==> config.mk <==
export PLATFORM = sky130hd
export DESIGN_NAME = mem_requester_flat
export DESIGN_NICKNAME = d
export VERILOG_FILES = /design/src/rtl/mem_pkg.sv /design/src/rtl/mem_requester_if.sv /design/src/rtl/mem_watchdog.sv /design/src/rtl/mem_requester.sv /design/src/flat_wrapper.sv
export SDC_FILE = /design/constraint.sdc
export NUM_CORES = 1
export LEC_CHECK = 0
export BUFFER_PORTS_ARGS = -buffer_cell sky130_fd_sc_hd__buf_2
export CORE_AREA = 8 8 84 71
export CTS_CLUSTER_SIZE = 25
export DETAILED_ROUTE_END_ITERATION = 12
export DIE_AREA = 0 0 92 79
export GPL_TIMING_DRIVEN = 0
export PLACE_DENSITY = 0.76
export SLEW_MARGIN = 20
export SYNTH_ARGS = -nofsm -noshare
export SYNTH_HDL_FRONTEND = slang
export SYNTH_SLANG_ARGS = --single-unit
==> constraint.sdc <==
create_clock -name clk -period 1.77 [get_ports clk]
set_clock_uncertainty 0.1 [all_clocks]
set_input_delay 0.177 -clock clk [delete_from_list [all_inputs] [get_ports clk]]
set_output_delay 0.177 -clock clk [all_outputs]
set_load 0.05 [all_outputs]
==> src/rtl/mem_pkg.sv <==
// mem_requester shared package
// opcodes, FSM encoding, default widths, op legality
package mem_pkg;

   localparam int DATA_W_DEF = 16;
   localparam int ADDR_W_DEF = 4;

   typedef logic [2:0] op_t;

   localparam op_t OP_NOP   = 3'd0;
   localparam op_t OP_READ  = 3'd1;
   localparam op_t OP_WRITE = 3'd2;
   localparam op_t OP_CLEAR = 3'd3;

   localparam logic [1:0] S_IDLE  = 2'd0;
   localparam logic [1:0] S_ISSUE = 2'd1;
   localparam logic [1:0] S_WAIT  = 2'd2;
   localparam logic [1:0] S_RESP  = 2'd3;

   function automatic logic op_is_legal(input op_t op);
      return (op == OP_READ) || (op == OP_WRITE) ||
             (op == OP_CLEAR);
   endfunction

endpackage

==> src/rtl/mem_requester_if.sv <==
// mem_requester host + memory bundle
// master = host/memory side, slave = requester side
interface mem_requester_if
   import mem_pkg::*;
#(
   parameter int DATA_W = DATA_W_DEF,
   parameter int ADDR_W = ADDR_W_DEF
);

   logic              req_valid;
   logic              req_ready;
   op_t               req_op;
   logic [ADDR_W-1:0] req_addr;
   logic [DATA_W-1:0] req_wdata;

   logic              resp_valid;
   logic              resp_ready;
   logic [DATA_W-1:0] resp_rdata;
   logic              resp_err;

   op_t               mem_operation;
   logic [ADDR_W-1:0] mem_address;
   logic [DATA_W-1:0] mem_wdata;
   logic [DATA_W-1:0] mem_rdata;
   logic              mem_done;

   modport master (
      output req_valid, req_op, req_addr, req_wdata,
      output resp_ready, mem_rdata, mem_done,
      input  req_ready, resp_valid, resp_rdata, resp_err,
      input  mem_operation, mem_address, mem_wdata
   );

   modport slave (
      input  req_valid, req_op, req_addr, req_wdata,
      input  resp_ready, mem_rdata, mem_done,
      output req_ready, resp_valid, resp_rdata, resp_err,
      output mem_operation, mem_address, mem_wdata
   );

endinterface

==> src/rtl/mem_watchdog.sv <==
// mem_watchdog: load/count/expire cycle counter
// expire is high on the LIMIT-th enabled cycle after load
module mem_watchdog #(
   parameter int LIMIT = 15
) (
   input  logic clk,
   input  logic rst_n,
   input  logic load,
   input  logic en,
   output logic expire
);

   localparam int CW = $clog2(LIMIT + 1);

   logic [CW-1:0] cnt_q, cnt_d;

   assign expire = en && (cnt_q == CW'(LIMIT - 1));

   // next count: clear on load, advance while enabled
   always_comb begin
      cnt_d = cnt_q;
      if (load) begin
         cnt_d = '0;
      end else if (en && !expire) begin
         cnt_d = cnt_q + CW'(1);
      end
   end

   // counter register
   always_ff @(posedge clk) begin
      if (!rst_n) cnt_q <= '0;
      else        cnt_q <= cnt_d;
   end

endmodule

==> src/rtl/mem_requester.sv <==
// mem_requester: host-to-scratch-memory command initiator
// define MEM_REQ_TIMEOUT_EN to add the S_WAIT watchdog
module mem_requester
   import mem_pkg::*;
#(
   parameter int DATA_W         = DATA_W_DEF,
   parameter int ADDR_W         = ADDR_W_DEF,
   parameter int OP_HOLD        = 2,
   parameter int TIMEOUT_CYCLES = 15
) (
   input logic            clk,
   input logic            rst_n,
   mem_requester_if.slave bus
);

   localparam int HW = $clog2(OP_HOLD + 1);

   logic [1:0]        state_q, state_d;
   op_t               op_q, op_d;
   logic [HW-1:0]     hold_q, hold_d;
   logic              req_ready_q, req_ready_d;
   logic              resp_valid_q, resp_valid_d;
   logic [DATA_W-1:0] resp_rdata_q, resp_rdata_d;
   logic              resp_err_q, resp_err_d;
   op_t               mem_op_q, mem_op_d;
   logic [ADDR_W-1:0] mem_addr_q, mem_addr_d;
   logic [DATA_W-1:0] mem_wdata_q, mem_wdata_d;

   logic wd_load;
   logic wd_expire;

`ifdef MEM_REQ_TIMEOUT_EN
   mem_watchdog #(
      .LIMIT (TIMEOUT_CYCLES)
   ) u_wd (
      .clk    (clk),
      .rst_n  (rst_n),
      .load   (wd_load),
      .en     (state_q == S_WAIT),
      .expire (wd_expire)
   );
`else
   logic unused_wd;
   assign unused_wd = wd_load & (TIMEOUT_CYCLES > 0);
   assign wd_expire = 1'b0;
`endif

   assign bus.req_ready     = req_ready_q;
   assign bus.resp_valid    = resp_valid_q;
   assign bus.resp_rdata    = resp_rdata_q;
   assign bus.resp_err      = resp_err_q;
   assign bus.mem_operation = mem_op_q;
   assign bus.mem_address   = mem_addr_q;
   assign bus.mem_wdata     = mem_wdata_q;

   // command FSM: accept, hold op, await done, respond
   always_comb begin
      state_d      = state_q;
      op_d         = op_q;
      hold_d       = hold_q;
      resp_valid_d = resp_valid_q;
      resp_rdata_d = resp_rdata_q;
      resp_err_d   = resp_err_q;
      mem_op_d     = mem_op_q;
      mem_addr_d   = mem_addr_q;
      mem_wdata_d  = mem_wdata_q;
      wd_load      = 1'b0;

      unique case (state_q)
         S_IDLE: begin
            if (bus.req_valid && req_ready_q) begin
               op_d = bus.req_op;
               if (op_is_legal(bus.req_op)) begin
                  mem_op_d    = bus.req_op;
                  mem_addr_d  = bus.req_addr;
                  mem_wdata_d = bus.req_wdata;
                  hold_d      = '0;
                  state_d     = S_ISSUE;
               end else begin
                  resp_valid_d = 1'b1;
                  resp_err_d   = 1'b1;
                  resp_rdata_d = '0;
                  state_d      = S_RESP;
               end
            end
         end
         S_ISSUE: begin
            if (hold_q == HW'(OP_HOLD - 1)) begin
               mem_op_d = OP_NOP;
               wd_load  = 1'b1;
               state_d  = S_WAIT;
            end else begin
               hold_d = hold_q + HW'(1);
            end
         end
         S_WAIT: begin
            if (bus.mem_done) begin
               resp_rdata_d = (op_q == OP_READ) ?
                              bus.mem_rdata : '0;
               resp_err_d   = 1'b0;
               resp_valid_d = 1'b1;
               state_d      = S_RESP;
            end else if (wd_expire) begin
               resp_rdata_d = '0;
               resp_err_d   = 1'b1;
               resp_valid_d = 1'b1;
               state_d      = S_RESP;
            end
         end
         S_RESP: begin
            if (bus.resp_ready) begin
               resp_valid_d = 1'b0;
               resp_err_d   = 1'b0;
               resp_rdata_d = '0;
               state_d      = S_IDLE;
            end
         end
         default: state_d = S_IDLE;
      endcase

      req_ready_d = (state_d == S_IDLE);
   end

   // state and output registers, synchronous reset
   always_ff @(posedge clk) begin
      if (!rst_n) begin
         state_q      <= S_IDLE;
         op_q         <= OP_NOP;
         hold_q       <= '0;
         req_ready_q  <= 1'b0;
         resp_valid_q <= 1'b0;
         resp_rdata_q <= '0;
         resp_err_q   <= 1'b0;
         mem_op_q     <= OP_NOP;
         mem_addr_q   <= '0;
         mem_wdata_q  <= '0;
      end else begin
         state_q      <= state_d;
         op_q         <= op_d;
         hold_q       <= hold_d;
         req_ready_q  <= req_ready_d;
         resp_valid_q <= resp_valid_d;
         resp_rdata_q <= resp_rdata_d;
         resp_err_q   <= resp_err_d;
         mem_op_q     <= mem_op_d;
         mem_addr_q   <= mem_addr_d;
         mem_wdata_q  <= mem_wdata_d;
      end
   end

endmodule

==> src/flat_wrapper.sv <==
// flat-port wrapper written by rule: the top's interface ports become plain ports
module mem_requester_flat import mem_pkg::*;
#(
   parameter int DATA_W         = DATA_W_DEF,
   parameter int ADDR_W         = ADDR_W_DEF,
   parameter int OP_HOLD        = 2,
   parameter int TIMEOUT_CYCLES = 15
)
  (clk, rst_n, bus_req_valid, bus_req_op, bus_req_addr, bus_req_wdata, bus_resp_ready, bus_mem_rdata, bus_mem_done, bus_req_ready, bus_resp_valid, bus_resp_rdata, bus_resp_err, bus_mem_operation, bus_mem_address, bus_mem_wdata);
  mem_requester_if #(.DATA_W(DATA_W), .ADDR_W(ADDR_W)) bus_i ();
  input logic clk;
  input logic rst_n;
  input wire logic [$bits(bus_i.req_valid)-1:0] bus_req_valid;
  input wire logic [$bits(bus_i.req_op)-1:0] bus_req_op;
  input wire logic [$bits(bus_i.req_addr)-1:0] bus_req_addr;
  input wire logic [$bits(bus_i.req_wdata)-1:0] bus_req_wdata;
  input wire logic [$bits(bus_i.resp_ready)-1:0] bus_resp_ready;
  input wire logic [$bits(bus_i.mem_rdata)-1:0] bus_mem_rdata;
  input wire logic [$bits(bus_i.mem_done)-1:0] bus_mem_done;
  output wire logic [$bits(bus_i.req_ready)-1:0] bus_req_ready;
  output wire logic [$bits(bus_i.resp_valid)-1:0] bus_resp_valid;
  output wire logic [$bits(bus_i.resp_rdata)-1:0] bus_resp_rdata;
  output wire logic [$bits(bus_i.resp_err)-1:0] bus_resp_err;
  output wire logic [$bits(bus_i.mem_operation)-1:0] bus_mem_operation;
  output wire logic [$bits(bus_i.mem_address)-1:0] bus_mem_address;
  output wire logic [$bits(bus_i.mem_wdata)-1:0] bus_mem_wdata;
  assign bus_i.req_valid = bus_req_valid;
  assign bus_i.req_op = bus_req_op;
  assign bus_i.req_addr = bus_req_addr;
  assign bus_i.req_wdata = bus_req_wdata;
  assign bus_i.resp_ready = bus_resp_ready;
  assign bus_i.mem_rdata = bus_mem_rdata;
  assign bus_i.mem_done = bus_mem_done;
  assign bus_req_ready = bus_i.req_ready;
  assign bus_resp_valid = bus_i.resp_valid;
  assign bus_resp_rdata = bus_i.resp_rdata;
  assign bus_resp_err = bus_i.resp_err;
  assign bus_mem_operation = bus_i.mem_operation;
  assign bus_mem_address = bus_i.mem_address;
  assign bus_mem_wdata = bus_i.mem_wdata;
  mem_requester #(.DATA_W(DATA_W), .ADDR_W(ADDR_W), .OP_HOLD(OP_HOLD), .TIMEOUT_CYCLES(TIMEOUT_CYCLES)) u_core (.clk(clk), .rst_n(rst_n), .bus(bus_i));
endmodule
==> results of run 1 <==
==> cell type report <==
cell class	instances	area share (%)
sequential	49	37.0
multi-input combinational	157	35.1
timing repair buffer	85	16.1
buffer	21	5.15
clock buffer	8	3.02
tap	62	2.93
inverter	5	0.708
==> cells in the mapped netlist, drive strengths merged <==
cell type / count / share of area (%)
nor4b: 1 / 0.42
and4bb: 1 / 0.61
ha: 1 / 0.61
nand4bb: 1 / 0.55
a31oi: 1 / 0.30
o21ai: 23 / 5.6
nand3: 37 / 9.0
a21oi: 30 / 7.3
mux2: 1 / 0.55
buf: 11 / 4.6
mux2i: 16 / 7.8
nand2b: 2 / 0.61
and3: 1 / 0.30
inv: 5 / 0.91
o21bai: 1 / 0.55
o31ai: 1 / 0.36
nand4: 2 / 0.61
a211oi: 1 / 0.36
nand2: 25 / 4.5
nor2b: 1 / 0.30
nor4bb: 1 / 0.49
a21boi: 1 / 0.36
mux4: 1 / 1.1
nand3b: 1 / 0.36
nor2: 2 / 0.36
o211ai: 2 / 0.73
nor3b: 1 / 0.36
a22oi: 1 / 0.61
dfxtp: 49 / 48
clkbuf: 10 / 1.8
o21ba: 1 / 0.49
==> cells by family (layout without fill, tap and decap cells) <==
family / count (synthesis) / in the layout / share of synthesized area (%)
flip-flops: 49 / 49 / 47.5
buffers and inverters: 26 / 119 / 7.34
adder cells (fa/ha/maj): 1 / 1 / 0.606
AND/OR/NAND/NOR: 76 / 76 / 18.5
multiplexers: 18 / 18 / 9.40
AO/OA/AOI/OAI: 62 / 62 / 16.6
==> layer usage <==
metal,up-vias,share of wire (%),global-route usage [%],routed length [um]
met3,5,3.9,3.39,214
met1,946,42,17.8,2340
met2,36,53,26.2,2930
met4,0,1.0,5.30,57
met5,-,0,0,0
li1,1002,-,-,-
==> critical path: stages, from the launching register on <==
cell     delay, ns
dfxtp_1       0.38
mux2_2        0.37
a22oi_2       0.19
buf_6         0.18
buf_12        0.15
mux2i_1       0.19
==> report_power, final <==
group          switching [mW]  leakage, nW  internal (mW)
Combinational           0.377        0.766          0.220
Clock                   0.336       0.0395          0.281
Sequential             0.0305        0.396           1.15
==> state kept, by name, indices dropped and copies added (netlist names) <==
name,cells
u_core.state_q,2
u_core.bus.req_ready,1
u_core.op_q,3
u_core.bus.resp_rdata,16
u_core.hold_q,2
u_core.bus.mem_operation,3
u_core.bus.mem_address,4
u_core.bus.resp_err,1
u_core.bus.resp_valid,1
u_core.bus.mem_wdata,16
==> per-stage QoR <==
| step | power [mW] | worst slack (ns) |
|---|---|---|
| 4_1_cts | 2.42 | 0.0401 |
| 6_report | 2.40 | 0.125 |
| 3_5_place_dp | 1.80 | 0.0918 |
| 5_1_grt | 2.52 | 0.0315 |
| 2_1_floorplan | 1.64 | 0.163 |
| 3_3_place_gp | 1.79 | 0.112 |
==> cells in the final DEF (no fill, tap or decap), types with 2 or more instances in the layout <==
| cell | instances |
|---|---|
| a21oi_1 | 30 |
| buf_1 | 2 |
| buf_2 | 87 |
| buf_4 | 2 |
| buf_6 | 4 |
| clkbuf_1 | 12 |
| clkbuf_8 | 5 |
| dfxtp_1 | 49 |
| inv_1 | 3 |
| inv_2 | 2 |
| mux2i_1 | 16 |
| nand2_1 | 25 |
| nand2b_1 | 2 |
| nand3_1 | 37 |
| nand4_1 | 2 |
| nor2_1 | 2 |
| o211ai_1 | 2 |
| o21ai_0 | 14 |
| o21ai_1 | 9 |
==> worst min path at each step <==
stage / startpoint / end / slack (ns)
after floorplan: bus_req_op[0] / u_core.op_q[0] / 0.21
after global placement: bus_req_wdata[4] / u_core.bus.mem_wdata[4] / 0.33
after detailed placement: bus_req_wdata[3] / u_core.bus.mem_wdata[3] / 0.34
after CTS: bus_mem_rdata[15] / u_core.bus.resp_rdata[15] / 0.02
after global routing: bus_mem_rdata[4] / u_core.bus.resp_rdata[4] / 0.02
final: bus_mem_rdata[3] / u_core.bus.resp_rdata[3] / 0.03
==> results.toml, run 1 <==
[worst_hold_path]
min_path_cells = 3
min_path_type = "in -> reg"

[timing]
setup_viol = 0
fmax_mhz = 608
rsz0062_at_grt = "no"
hold_slack_ns = 0.0254
worstMarginPinSlew_ns = 0.479
slew_viol_final = 0
hold_violations = 0
min_period_ns = 1.65
max-slew-margin-rel_pct = 68.1
finalSetupTns_ns = 0
finalCritPeriodShare_pct = 92.9

[place]
postPlaceCellArea_um2 = 2570
port_buffers = 85
post-dp-hpwl_um = 4200
dp_cells = 379
routabilityCongestion = 0.757

[global_routing]
grt_pass1_vias = 1905
grt_pass1_wl_um = 9080
track_usage_pct = 15.0
grt_start_max_net_pins = 14
grt_antenna_before_repair = 0
globalRouteOverflowTotal = 0

[clock_tree]
cts_resized = 0
cts_setup_buffers = 0
clk_pin_slew_ns = 0.08
cts_buffers = 5
tritoncts = "done"
clk_latency_ns = 0.29
cts-root-buf = "clkbuf_8"
clock-sinks = 49
cts_hold_buffers = 0
htreeDepth = 2
cts_buffer_depth = 2

[layout]
stdcell_count = 387
area_growth_pct = 28.4
num-fill-cells = 456
multiInputGateArea_um2 = 931
fin_area_um2 = 2650
diodes = 0
final_util_pct = 56.2
register_area_um2 = 981
drive_gt1_share_pct = 32.9
nets = 369

[detailed_routing]
detail_route.wl_per_cell_um = 14.3
wl_um = 5550
dr.first_iter.drc_count = 97
ant_nets = 0
drc = 0
viasPerCell = 5.14
vias = 1989
drt-pass1-iter-count = 4

[logic_synthesis]
ys_warn_count = 0
synth_nets = 277
synthCells = 232
ys_types = 37
synth-seq-area-share_pct = 47.5
synth_area_um2 = 2060
syn_area_per_cell_um2 = 8.89
synth_seq_cells = 49

[setup_path]
worst_setup_path_start_kind = "flip-flop"
cp-end-kind = "flip-flop"
reg2reg_depth = 5
cp.arrival_ns = 1.77
cp_max_fo = 10
critPathKind = "reg -> reg"
crit_required_ns = 1.89
rrSetupSlack_ns = 0.12
timing.rr.end = "u_core.bus.resp_rdata[12]"
rr_startpoint = "u_core.state_q[0]"
endpoint = "u_core.bus.resp_rdata[12]"
crit_start = "u_core.state_q[0]"

[die]
dieArea_um2 = 7270
die-width_um = 92
die_h_um = 79
pin_count = 86
initial_core_util_pct = 43.7
fp.coreArea_um2 = 4720
fp-row-count = 23

[run_status]
status = "finished, final reports clean"

[power]
power.density_nw_per_um2 = 905
peakVddDrop_mv = 0.382
leakage_nw = 1.20

[job]
drv_cap = 0
(Power assumes the default switching activity.)
==> run 2: changes to the inputs <==
- REMOVE_ABC_BUFFERS: default -> 1
==> run 2 against run 1 <==
  * Wire length increased by 5.3%
  * Sequential share of layout area grew 0.11 points
  * Cell count shrank 3.9%
  * Die area unchanged
  * Maximum frequency shrank 1.3%
  * Final area grew 0.47%
  * Global-route usage rose by 0.32 points
  * Hold slack worse by 0.011 ns
  * Core utilization grew 0.27 points
  * Sequential cell count unchanged
  * Setup slack worse by 0.022 ns
  * Critical path type unchanged
  * Critical endpoint is now u_core.bus.resp_rdata[7]
  * Largest cell class unchanged
==> results.toml, run 2 (synthesis results as in run 1) <==
[power]
p_int_mw = 1.82
seq_power_share_pct = 46.8
power.density_nw_per_um2 = 976
clockPowerShare_pct = 31.8
p_switching_mw = 0.781
p_comb_share_pct = 21.4
peakVddDrop_mv = 0.614
leakage_nw = 1.18
p_sw_share_pct = 30.0

[die]
fp.coreArea_um2 = 4720
die_h_um = 79
dieArea_um2 = 7270
pin_count = 86
die-width_um = 92
initial_core_util_pct = 43.7
fp-row-count = 23

[clock_tree]
cts_buffer_depth = 2
clk_latency_ns = 0.30
tritoncts = "done"
clock-sinks = 49
htreeDepth = 2
cts_buffers = 5
clk_pin_slew_ns = 0.09
cts-root-buf = "clkbuf_8"

[layout]
final_util_pct = 56.4
drive_gt1_share_pct = 35.5
diodes = 0
num-fill-cells = 464
layout_common_cells = "buf_2, dfxtp_1, nand3_1"
area_growth_pct = 29.0
final_common_cell = "buf_2"
nets = 354
stdcell_count = 372

[detailed_routing]
wl_um = 5840
drt-pass1-iter-count = 4
viasPerCell = 5.21
ant_nets = 0
vias = 1938
dr.first_iter.drc_count = 112
detail_route.wl_per_cell_um = 15.7
drc = 0

[setup_path]
cp.arrival_ns = 1.80
critPathKind = "reg -> reg"
worst_setup_path_start_kind = "flip-flop"
crit_required_ns = 1.90
cp_max_fo = 13
rrSetupSlack_ns = 0.10
cp-end-kind = "flip-flop"

[timing]
hold_violations = 0
max-slew-margin-rel_pct = 56.7
finalCritPeriodShare_pct = 94.2
worstMarginPinSlew_ns = 0.648
rsz0062_at_grt = "no"
setup_viol = 0
min_period_ns = 1.67
slew_viol_final = 0
fmax_mhz = 600

[place]
post-dp-hpwl_um = 3890
port_buffers = 85
routabilityCongestion = 0.729
dp_cells = 360

[run_status]
status = "finished, final reports clean"

[global_routing]
track_usage_pct = 15.3
grt_pass1_wl_um = 9090
grt_start_max_net_pins = 30
grt_pass1_vias = 1829
grt_antenna_before_repair = 0
globalRouteOverflowTotal = 0

[job]
drv_cap = 0

[worst_hold_path]
min_path_type = "in -> reg"
==> run 2: changes by cell type in the layout (fill, tap and decap cells not counted), sizes merged <==
cell         change
clkbuf          -11
buf              -7
and4bb           +1
bufinv           +1
dlygate4sd3      +1
==> run 2: power by group through the flow <==
stage	Sequential, mW	Clock, mW	Combinational, mW
after floorplan	1.33	0	0.239
after global placement	1.22	0	0.503
after detailed placement	1.23	0	0.521
after CTS	1.21	0.845	0.546
after global routing	1.23	0.905	0.599
final	1.22	0.825	0.557
==> run 2: stage by stage <==
stage / setup slack, ns / hold slack [ns] / total power, mW / setup TNS [ns] / area, um^2
final: 0.103 / 0.0141 / 2.60 / 0 / 2660
after global placement: -1.33 / 0.329 / 1.72 / -30.20 / 2430
after CTS: 0.0185 / 0.0115 / 2.60 / 0 / 2630
after global routing: 0.0000917 / 0.00163 / 2.73 / 0 / 2660
after floorplan: -0.522 / 0.213 / 1.57 / -11.03 / 1930
after detailed placement: -0.721 / 0.336 / 1.75 / -20.03 / 2470
==> run 2: path summary, 6_finish.rpt <==
check	cells after the start	to	startpoint
worst max register to register	4	u_core.bus.resp_rdata[7]	u_core.state_q[0]
worst min register to register	2	u_core.bus.mem_operation[2]	u_core.bus.mem_operation[2]
worst min-delay path	3	u_core.bus.mem_wdata[9]	bus_req_wdata[9]
worst max-delay path	4	u_core.bus.resp_rdata[7]	u_core.state_q[0]
==> run 2: layer usage <==
| layer | GRT usage [%] | vias to the layer above | part of all wire [%] |
|---|---|---|---|
| met3 | 5.37 | 7 | 5.0 |
| li1 | - | 975 | - |
| met1 | 17.7 | 919 | 43 |
| met2 | 26.1 | 37 | 50 |
| met4 | 4.82 | 0 | 1.1 |
| met5 | 0 | - | 0 |
==> run 2: layout make-up <==
type | count | area [um^2] | area share (%)
clock buffer | 7 | 86.3 | 3.24
clock inverter | 1 | 30.0 | 1.13
inverter | 5 | 18.8 | 0.705
multi-input combinational | 158 | 988 | 37.1
sequential | 49 | 988 | 37.1
tap | 62 | 77.6 | 2.91
timing repair buffer | 90 | 473 | 17.8
==> run 2: critical path: stages, from the launching register on <==
cell,delay [ns]
dfxtp_4,0.43
mux2_2,0.37
a22oi_2,0.28
buf_4,0.21
mux2i_1,0.19
==> run 2: repair_timing <==
item                                   4_1_cts  5_1_grt
cloned                                       0        1
resized for setup                            7        2
hold buffers                                 0        1
buffers inserted                             2        0
endpoints found under the hold margin        0        1
pin swaps                                    1        1
setup endpoints to repair                   45       15
